**src/rtl/uart_pkg.sv**
```systemverilog
// uart_pkg: constants and types shared by the UART echo path.
//   CLK_FREQ / BAUD  - system clock and line rate.
//   BIT_CYCLES       - sclk cycles per UART bit.
//   GAP_DEFAULT      - sclk cycles per 11-bit frame, used as the default
//                      spacing between transmitter start strobes.
//   pace_state_e     - state encoding of the transmit pacing FSM.
package uart_pkg;

    localparam int unsigned CLK_FREQ    = 32'd50_000_000;
    localparam int unsigned BAUD        = 32'd9600;
    localparam int unsigned BIT_CYCLES  = CLK_FREQ / BAUD;
    localparam int unsigned FRAME_BITS  = 32'd11;
    localparam int unsigned GAP_DEFAULT = FRAME_BITS * BIT_CYCLES;

    typedef enum logic [1:0] {
        ST_IDLE = 2'd0,
        ST_TRIG = 2'd1,
        ST_WAIT = 2'd2
    } pace_state_e;

endpackage

```
**src/rtl/sync_fifo.sv**
```systemverilog
// sync_fifo: single-clock FIFO with an occupancy counter.
//   sclk, reset        - clock, asynchronous active-high reset.
//   wr_en, wr_data     - push request and data; a push while full is only
//                        honoured when a pop happens in the same cycle.
//   rd_en, rd_data     - pop request; rd_data always shows the head entry.
//   count, full, empty - occupancy (0..DEPTH) and its decoded flags.
// Storage is not reset: the pointers and count alone define the contents.
module sync_fifo #(
    parameter int unsigned WIDTH = 8,
    parameter int unsigned DEPTH = 16
) (
    input  logic                     sclk,
    input  logic                     reset,
    input  logic                     wr_en,
    input  logic [WIDTH-1:0]         wr_data,
    input  logic                     rd_en,
    output logic [WIDTH-1:0]         rd_data,
    output logic [$clog2(DEPTH):0]   count,
    output logic                     full,
    output logic                     empty
);

    localparam int unsigned AW = $clog2(DEPTH);
    localparam logic [AW:0]   FULL_CNT = (AW+1)'(DEPTH);
    localparam logic [AW:0]   CNT_ONE  = (AW+1)'(32'd1);
    localparam logic [AW-1:0] PTR_ONE  = AW'(32'd1);

    logic [WIDTH-1:0] mem_q [DEPTH];
    logic [AW-1:0]    wr_ptr_q;
    logic [AW-1:0]    rd_ptr_q;
    logic [AW:0]      count_q;
    logic             do_wr_s;
    logic             do_rd_s;

    assign full    = (count_q == FULL_CNT);
    assign empty   = (count_q == {(AW+1){1'b0}});
    assign count   = count_q;
    assign rd_data = mem_q[rd_ptr_q];

    // Qualify requests so the pointers can never run past each other.
    assign do_rd_s = rd_en & ~empty;
    assign do_wr_s = wr_en & (~full | do_rd_s);

    // Data storage, written at the write pointer.
    always_ff @(posedge sclk) begin
        if (do_wr_s) begin
            mem_q[wr_ptr_q] <= wr_data;
        end
    end

    // Pointers wrap naturally at DEPTH because DEPTH is a power of two.
    always_ff @(posedge sclk or posedge reset) begin
        if (reset) begin
            wr_ptr_q <= {AW{1'b0}};
            rd_ptr_q <= {AW{1'b0}};
            count_q  <= {(AW+1){1'b0}};
        end else begin
            if (do_wr_s) begin
                wr_ptr_q <= wr_ptr_q + PTR_ONE;
            end
            if (do_rd_s) begin
                rd_ptr_q <= rd_ptr_q + PTR_ONE;
            end
            case ({do_wr_s, do_rd_s})
                2'b10:   count_q <= count_q + CNT_ONE;
                2'b01:   count_q <= count_q - CNT_ONE;
                default: count_q <= count_q;
            endcase
        end
    end

endmodule

```
**src/rtl/uart_echo_fifo.sv**
```systemverilog
// uart_echo_fifo: buffers bytes from a UART receiver and replays them to a
// UART transmitter, spacing transmit starts GAP_CYCLES sclk cycles apart.
//   sclk, reset - clock, asynchronous active-high reset.
//   rx_data     - received byte, valid while po_flag=1.
//   po_flag     - one-cycle strobe marking a new received byte.
//   tx_data     - byte for the transmitter (registered, held until next pop).
//   tx_trig     - one-cycle transmitter start strobe (registered).
//   fifo_count  - bytes currently buffered (0..DEPTH).
//   overflow    - sticky: a received byte was dropped because the FIFO was full.
module uart_echo_fifo
    import uart_pkg::*;
#(
    parameter int unsigned DEPTH      = 16,
    parameter int unsigned GAP_CYCLES = GAP_DEFAULT
) (
    input  logic                    sclk,
    input  logic                    reset,
    input  logic [7:0]              rx_data,
    input  logic                    po_flag,
    output logic [7:0]              tx_data,
    output logic                    tx_trig,
    output logic [$clog2(DEPTH):0]  fifo_count,
    output logic                    overflow
);

    localparam int unsigned GW = $clog2(GAP_CYCLES + 32'd1);
    // WAIT covers GAP_CYCLES-2 cycles; IDLE (pop) and TRIG supply the rest.
    localparam logic [GW-1:0] GAP_LOAD = GW'(GAP_CYCLES - 32'd2);
    localparam logic [GW-1:0] GAP_ONE  = GW'(32'd1);
    localparam logic [GW-1:0] GAP_ZERO = {GW{1'b0}};

    pace_state_e     state_q;
    pace_state_e     state_d;
    logic [GW-1:0]   gap_q;
    logic [GW-1:0]   gap_d;
    logic [7:0]      tx_data_q;
    logic [7:0]      tx_data_d;
    logic            tx_trig_q;
    logic            tx_trig_d;
    logic            overflow_q;
    logic            overflow_d;

    logic            rd_en_s;
    logic            wr_en_s;
    logic [7:0]      fifo_rd_data_s;
    logic [$clog2(DEPTH):0] fifo_count_s;
    logic            fifo_full_s;
    logic            fifo_empty_s;

    // A full FIFO still accepts a byte when the head is popped that cycle.
    assign wr_en_s    = po_flag & (~fifo_full_s | rd_en_s);
    assign overflow_d = overflow_q | (po_flag & fifo_full_s & ~rd_en_s);

    sync_fifo #(
        .WIDTH (8),
        .DEPTH (DEPTH)
    ) u_fifo (
        .sclk    (sclk),
        .reset   (reset),
        .wr_en   (wr_en_s),
        .wr_data (rx_data),
        .rd_en   (rd_en_s),
        .rd_data (fifo_rd_data_s),
        .count   (fifo_count_s),
        .full    (fifo_full_s),
        .empty   (fifo_empty_s)
    );

    // Pacing FSM state register.
    always_ff @(posedge sclk or posedge reset) begin
        if (reset) begin
            state_q <= ST_IDLE;
        end else begin
            state_q <= state_d;
        end
    end

    // Pacing FSM next-state logic.
    always_comb begin
        state_d = state_q;
        case (state_q)
            ST_IDLE: begin
                if (!fifo_empty_s) begin
                    state_d = ST_TRIG;
                end else begin
                    state_d = ST_IDLE;
                end
            end
            ST_TRIG: begin
                // With GAP_CYCLES=2 there is no waiting time left at all.
                if (GAP_LOAD != GAP_ZERO) begin
                    state_d = ST_WAIT;
                end else begin
                    state_d = ST_IDLE;
                end
            end
            ST_WAIT: begin
                if (gap_q <= GAP_ONE) begin
                    state_d = ST_IDLE;
                end else begin
                    state_d = ST_WAIT;
                end
            end
            default: state_d = ST_IDLE;
        endcase
    end

    // Pacing FSM outputs: pop request and next values of the output registers.
    always_comb begin
        rd_en_s   = 1'b0;
        tx_data_d = tx_data_q;
        tx_trig_d = 1'b0;
        gap_d     = gap_q;
        case (state_q)
            ST_IDLE: begin
                if (!fifo_empty_s) begin
                    rd_en_s   = 1'b1;
                    tx_data_d = fifo_rd_data_s;
                    tx_trig_d = 1'b1;
                end else begin
                    rd_en_s   = 1'b0;
                end
            end
            ST_TRIG: begin
                gap_d = GAP_LOAD;
            end
            ST_WAIT: begin
                if (gap_q != GAP_ZERO) begin
                    gap_d = gap_q - GAP_ONE;
                end else begin
                    gap_d = GAP_ZERO;
                end
            end
            default: begin
                gap_d = GAP_ZERO;
            end
        endcase
    end

    // Registered outputs, gap counter and sticky overflow flag.
    always_ff @(posedge sclk or posedge reset) begin
        if (reset) begin
            tx_data_q  <= 8'h00;
            tx_trig_q  <= 1'b0;
            gap_q      <= GAP_ZERO;
            overflow_q <= 1'b0;
        end else begin
            tx_data_q  <= tx_data_d;
            tx_trig_q  <= tx_trig_d;
            gap_q      <= gap_d;
            overflow_q <= overflow_d;
        end
    end

    assign tx_data    = tx_data_q;
    assign tx_trig    = tx_trig_q;
    assign fifo_count = fifo_count_s;
    assign overflow   = overflow_q;

endmodule

```
**config.mk**
```make
export PLATFORM = sky130hd
export DESIGN_NAME = uart_echo_fifo
export DESIGN_NICKNAME = d
export VERILOG_FILES = /design/src/rtl/uart_pkg.sv /design/src/rtl/sync_fifo.sv /design/src/rtl/uart_echo_fifo.sv
export SDC_FILE = /design/constraint.sdc
export NUM_CORES = 1
export LEC_CHECK = 0
export BUFFER_PORTS_ARGS = -buffer_cell sky130_fd_sc_hd__buf_4
export CAP_MARGIN = 20
export CORE_ASPECT_RATIO = 0.9
export CORE_MARGIN = 1
export CORE_UTILIZATION = 45
export DETAILED_ROUTE_END_ITERATION = 10
export HOLD_SLACK_MARGIN = 0.06
export PLACE_DENSITY_LB_ADDON = 0.12
export SYNTH_ARGS = -nofsm -noshare
export SYNTH_HDL_FRONTEND = slang
export SYNTH_SLANG_ARGS = --single-unit
```
**constraint.sdc**
```tcl
create_clock -name sclk -period 4.4 [get_ports sclk]
set_input_delay 0.88 -clock sclk [delete_from_list [all_inputs] [get_ports sclk]]
set_output_delay 0.88 -clock sclk [all_outputs]
set_load 0.05 [all_outputs]
```
=== Word-level counts from Yosys, hierarchy flattened ===
Memories as Yosys holds them, arrays and structs flattened. A register that Yosys moved wholly into a read port is not among the register bits.
Index checks and enable logic that the tools add are counted.

* Flip-flop bits (word level): 33
* Memory bits (writable): 128
* Input bits: 11
* Output and inout bits: 15
* Word-level logic and storage cells: 45
* Memories kept: 1

* Add/sub/neg operators: 5
* Magnitude comparators: 1
* Equality and inequality tests: 5
* Muxes and demuxes: 10
* Bitwise operators: 11
* Reductions and logical operators: 5

{| class="wikitable"
|+ Memory list
! name !! depth !! width !! rd ports !! clocked after memory_dff !! write ports !! line !! RTL
|-
| u_fifo.mem_q || 16 || 8 || 1 || 1 || 1 || sync_fifo.sv:28 || <nowiki>logic [WIDTH-1:0] mem_q [DEPTH];</nowiki>
|}

{| class="wikitable"
|+ Operators by type and width
! operator !! count
|-
| $pmux 16 s3 || 1
|-
| $le 16x1->1 const B || 1
|-
| $mux 16 || 1
|-
| $reduce_bool 16->1 || 1
|-
| $sub 16x1->16 const B || 1
|-
| $pmux 5 s2 || 1
|-
| $add 4x1->4 const B || 2
|-
| $pmux 2 s3 || 1
|-
| $add 5x1->5 const B || 1
|-
| $and 1x1->1 || 5
|-
| $eq 5x5->1 const B || 1
|-
| $logic_not 5->1 || 1
|-
| $mux 1 || 5
|-
| $sub 5x1->5 const B || 1
|-
| $eq 2x1->1 const B || 2
|-
| $eq 2x2->1 const B || 2
|-
| $not 1->1 || 3
|-
| $or 1x1->1 || 3
|-
| $logic_not 2->1 || 1
|-
| $mux 2 || 1
|-
| $reduce_and 2->1 || 1
|-
| $reduce_bool 2->1 || 1
|}

=== Longest topological paths before layout ===
* Depth after elaboration: 8
* Gate-level depth with buffers: 14
* Depth with buffers taken out: 12

=== By module ===
Synthesis repeated with hierarchy kept, for this count alone.

* Cells, all modules: 465
* Area total of the unflattened synthesis: 7,294.5 sq um

{| class="wikitable"
|+ Modules (own cells, without submodules)
! module !! times used !! cells each !! area each (sq um) !! seq. area each (sq um)
|-
| sync_fifo || 1 || 298 || 5,754.3 || 4,169.0
|-
| uart_echo_fifo || 1 || 167 || 1,540.2 || 700.7
|}

=== Worst setup path before layout ===
No wires, ideal clock.

* Path kind: reg-to-reg
* Start: register u_fifo.count_q[1] (netlist: u_fifo.count[1])
* End: register u_fifo.count_q[4] (netlist: u_fifo.count[4])
* Setup time: 144 ps
* Arrival time: 3,265 ps
* Required time: 4,256 ps
* Setup slack: 990 ps
* Cell stages (with the launch flop): 15
* Buffers on the path: 3
* Period minus slack after synthesis: 3,410 ps
* Cell sequence: dfrtp_1 -> buf_6 -> or4_1 -> or3b_1 -> and2_4 -> buf_6 -> inv_1 -> ha_1 -> clkbuf_1 -> xor2_1 -> ha_1 -> o211a_1 -> o31ai_1 -> a31oi_1 -> xor2_1

* Longest elaborated chain between the ends: 8
* Elaborated cells on any way between the ends: 17
* Those cells by class: add/sub: 2; eq/ne: 3; mux: 3; bitwise: 7; reduce/logical: 2

{| class="wikitable"
|+ Ends and longest elaborated chain
! what !! line !! RTL
|-
| from (decl) || sync_fifo.sv:31 || <nowiki>logic [AW:0] count_q;</nowiki>
|-
| from (signal assigned) || sync_fifo.sv:56 || <nowiki>count_q <= {(AW+1){1'b0}};</nowiki>
|-
| from (signal assigned) || sync_fifo.sv:65 || <nowiki>2'b10: count_q <= count_q + CNT_ONE;</nowiki>
|-
| from (signal assigned) || sync_fifo.sv:66 || <nowiki>2'b01: count_q <= count_q - CNT_ONE;</nowiki>
|-
| $logic_not 5->1 || sync_fifo.sv:36 || <nowiki>assign empty = (count_q == {(AW+1){1'b0}});</nowiki>
|-
| $mux 1 || uart_echo_fifo.sv:116 || <nowiki>if (!fifo_empty_s) begin</nowiki>
|-
| $mux 1 || uart_echo_fifo.sv:114 || <nowiki>case (state_q)</nowiki>
|-
| $or 1x1->1 or $and 1x1->1 (tied branches) || uart_echo_fifo.sv:51, sync_fifo.sv:41 ||
|-
| $and 1x1->1 or $or 1x1->1 (tied branches) || uart_echo_fifo.sv:51, sync_fifo.sv:42 ||
|-
| $and 1x1->1 || sync_fifo.sv:42 || <nowiki>assign do_wr_s = wr_en & (~full | do_rd_s);</nowiki>
|-
| $eq 2x1->1 or $eq 2x2->1 (tied branches) || sync_fifo.sv:64 || <nowiki>case ({do_wr_s, do_rd_s})</nowiki>
|-
| $pmux 5 s2 or $reduce_bool 2->1 (tied branches) || -- ||
|}

Parallel ways exist; a longest one is shown, timed or not.
A chain may end at the register's enable or synchronous reset.

=== Worst setup path after layout ===
* Start: register u_fifo.count_q[2] (netlist: u_fifo.count[2])
* End: register u_fifo.count_q[4] (netlist: u_fifo.count[4])

The elaborated chain is that of the path after synthesis.

==> results.ini <==
[sta]
fmax_mhz = 309
rsz0062_at_grt = no
maxSlewViolCount = 0
setup_viol = 0
tightest_slew_ps = 1000
skew_ps = 10.2
tns_ps = 0
hold_viol_final = 0
post-route-min-period_ps = 3240
fin_ws_ps = 1160
slew_headroom_pct = 32.9
finalCritPeriodShare_pct = 73.6

[logic_synthesis]
synthDistinctLibCells = 55
syn_inst = 440
yosys-top-cells-area = edfxtp_1, dfrtp_1, mux4_2
yosys.area.top_type = edfxtp_1
yosys_warnings = 0
yosysTopAreaCellShare_pct = 53.6
synth_ff_type = edfxtp_1
synth_most_common_cell = edfxtp_1
synth_area_um2 = 7170
async_reset_ff_share_pct = 24.3
yosysSeqAreaShare_pct = 67.9
syn_avg_cell_area_um2 = 16.3
synth_common_cells = edfxtp_1, dfrtp_1, mux4_2
syn_nets = 466
ys_ff_latch = 169
synth_edf_count = 128

[detailed_routing]
wl_um = 14600
ant_nets = 0
viasPerCell = 5.70
first_pass_iters = 5
avgRoutedWirePerCell_um = 21.1
drc = 0
drt_iter0_markers = 343
vias = 3929

[power]
p_total_mw = 6.02
ir_worst_vdd_mv = 0.339
p_leak_nw = 3.00
power_density_nw_per_um2 = 733

[grt]
antenna_found_initial = 0
grt_overflow = 0
met3_usage_pct = 4.87
grt_util_all_layers_pct = 19.5
grt_pass1_vias = 3875
busiest_layer = met2
grt_use_met2_pct = 29.3
grt_pass1_wl_um = 22900
use_met1_pct = 28.3
grt_start_max_net_pins = 42

[floorplanning]
io_pins = 26
rows = 43
fp.dieW_um = 135
initial_core_util_pct = 46.3
die_area_um2 = 16400
core_area_um2 = 15500
die_h_um = 122

[clock_network]
root_buffer = clkbuf_16
cts_tree = yes
numCtsBuffers = 17
path_clk_slew_ps = 70
ctsResizeCount = 0
cts.sinks = 169
h-tree-depth = 4
cts_setup_buffers = 0
clkLatencyLatePin_ps = 430
cts-hold-fix-buffers = 0
clk_path_buf_depth = 2

[placed_design]
place_area_um2 = 7570
dpl.hpwl_um = 9140
port-buffer-count = 25
place_congestion = 0.790
post-place-ws_ps = 515

[critical_path]
crit_fanout = 9
worstPathArrival_ps = 3550
crit_required_ps = 4710
cpMaxStageDelayCell = or4_1
critPathLaunchType = flip-flop
path_class = flip-flop to flip-flop
slowest_delay_ps = 590
path_cells = or4_1, or3b_1, and2_4, inv_1, ha_1, xor2_1, ha_1, o211a_1, o31ai_1, a31oi_1, xor2_1
crit_path_end_kind = flip-flop

[finish]
final_layout_size_suffix_gt1_share_pct = 22.6
n_antenna_cell = 0
final_cell_area_um2 = 8210
syn2layout_area_growth_pct = 14.5
nets = 500

[flow_run]
cap_violations = 0

[status]
status = finished, final reports clean

[worst_hold_path]
holdCritPathClass = flip-flop to flip-flop

worst max-delay path: cells and delay by family (launching register included):
kind	cells	cell delay, ps
buffers and inverters	1	80
flip-flops	1	470
AND/OR/NAND/NOR	3	1220
adder cells (fa/ha/maj)	2	580
AO/OA/AOI/OAI	3	500
XOR/XNOR	2	280
cell families (layout without fill, tap and decap cells):
family	Yosys count	count (layout)	share of synthesized area, %
compound gates	62	62	6.06
xor+xnor	12	12	1.47
fa+ha+maj	15	15	2.62
buf+inv	37	84	2.23
flops	169	169	67.9
mux	49	49	12.5
simple gates	96	96	7.24
through the flow:
stage	hold slack, ps	utilization (%)	instances
2_1_floorplan	450	-	440
3_3_place_gp	470	48.9	654
3_5_place_dp	484	48.9	654
4_1_cts	493	52.7	686
5_1_grt	506	53.0	689
6_report	486	53.0	689
per-layer routing:
metal	part of all wire, %	vias up
li1	-	1784
met1	49	2055
met2	46	77
met3	3.6	13
met4	1.0	0
met5	0	-
flip-flops by register name (all words and copies together) (netlist names):
| signal | count |
|---|---|
| u_fifo.mem_q | 128 |
| u_fifo.count | 5 |
| tx_trig | 1 |
| u_fifo.wr_ptr_q | 4 |
| overflow | 1 |
| gap_q | 16 |
| u_fifo.rd_ptr_q | 4 |
| tx_data | 8 |
| state_q | 2 |
worst paths after layout:
path | slack (ps) | endpoint | startpoint | cells after the start
min in group asynchronous | 670 | overflow | reset | 2
worst max register to register | 1160 | u_fifo.count[4] | u_fifo.count[2] | 11
worst min register to register | 490 | overflow | overflow | 1
worst min-delay path | 490 | overflow | overflow | 1
worst max-delay path | 1160 | u_fifo.count[4] | u_fifo.count[2] | 11
max in group asynchronous | 3100 | u_fifo.rd_ptr_q[1] | reset | 2
cells in the final DEF, fill, tap and decap left out, drive strengths merged, types with 7 or more instances in the layout:
master    n
mux2i    15
mux4     32
nor3     10
nand2b    7
clkbuf   18
inv      21
nand2    32
edfxtp  128
o221ai    9
buf      36
xnor2     7
dfrtp    41
o21ai    17
ha       15
nor2     17
final cells by class:
cell class	count	area [um2]
repair buffers	36	290
flip-flops and latches	169	4870
inverters	16	60.1
fillers	1272	7290
clock inverters	14	163
clock buffers	18	429
well taps	202	253
multi-input cells	234	2140
power breakdown:
group	leakage, nW	switching (mW)	internal (mW)
clock	0.276	0.645	0.849
combinational	1.06	1.25	0.928
sequential	1.67	0.329	2.01
total	3.00	2.23	3.79
Power figures use the tool's default switching activity.
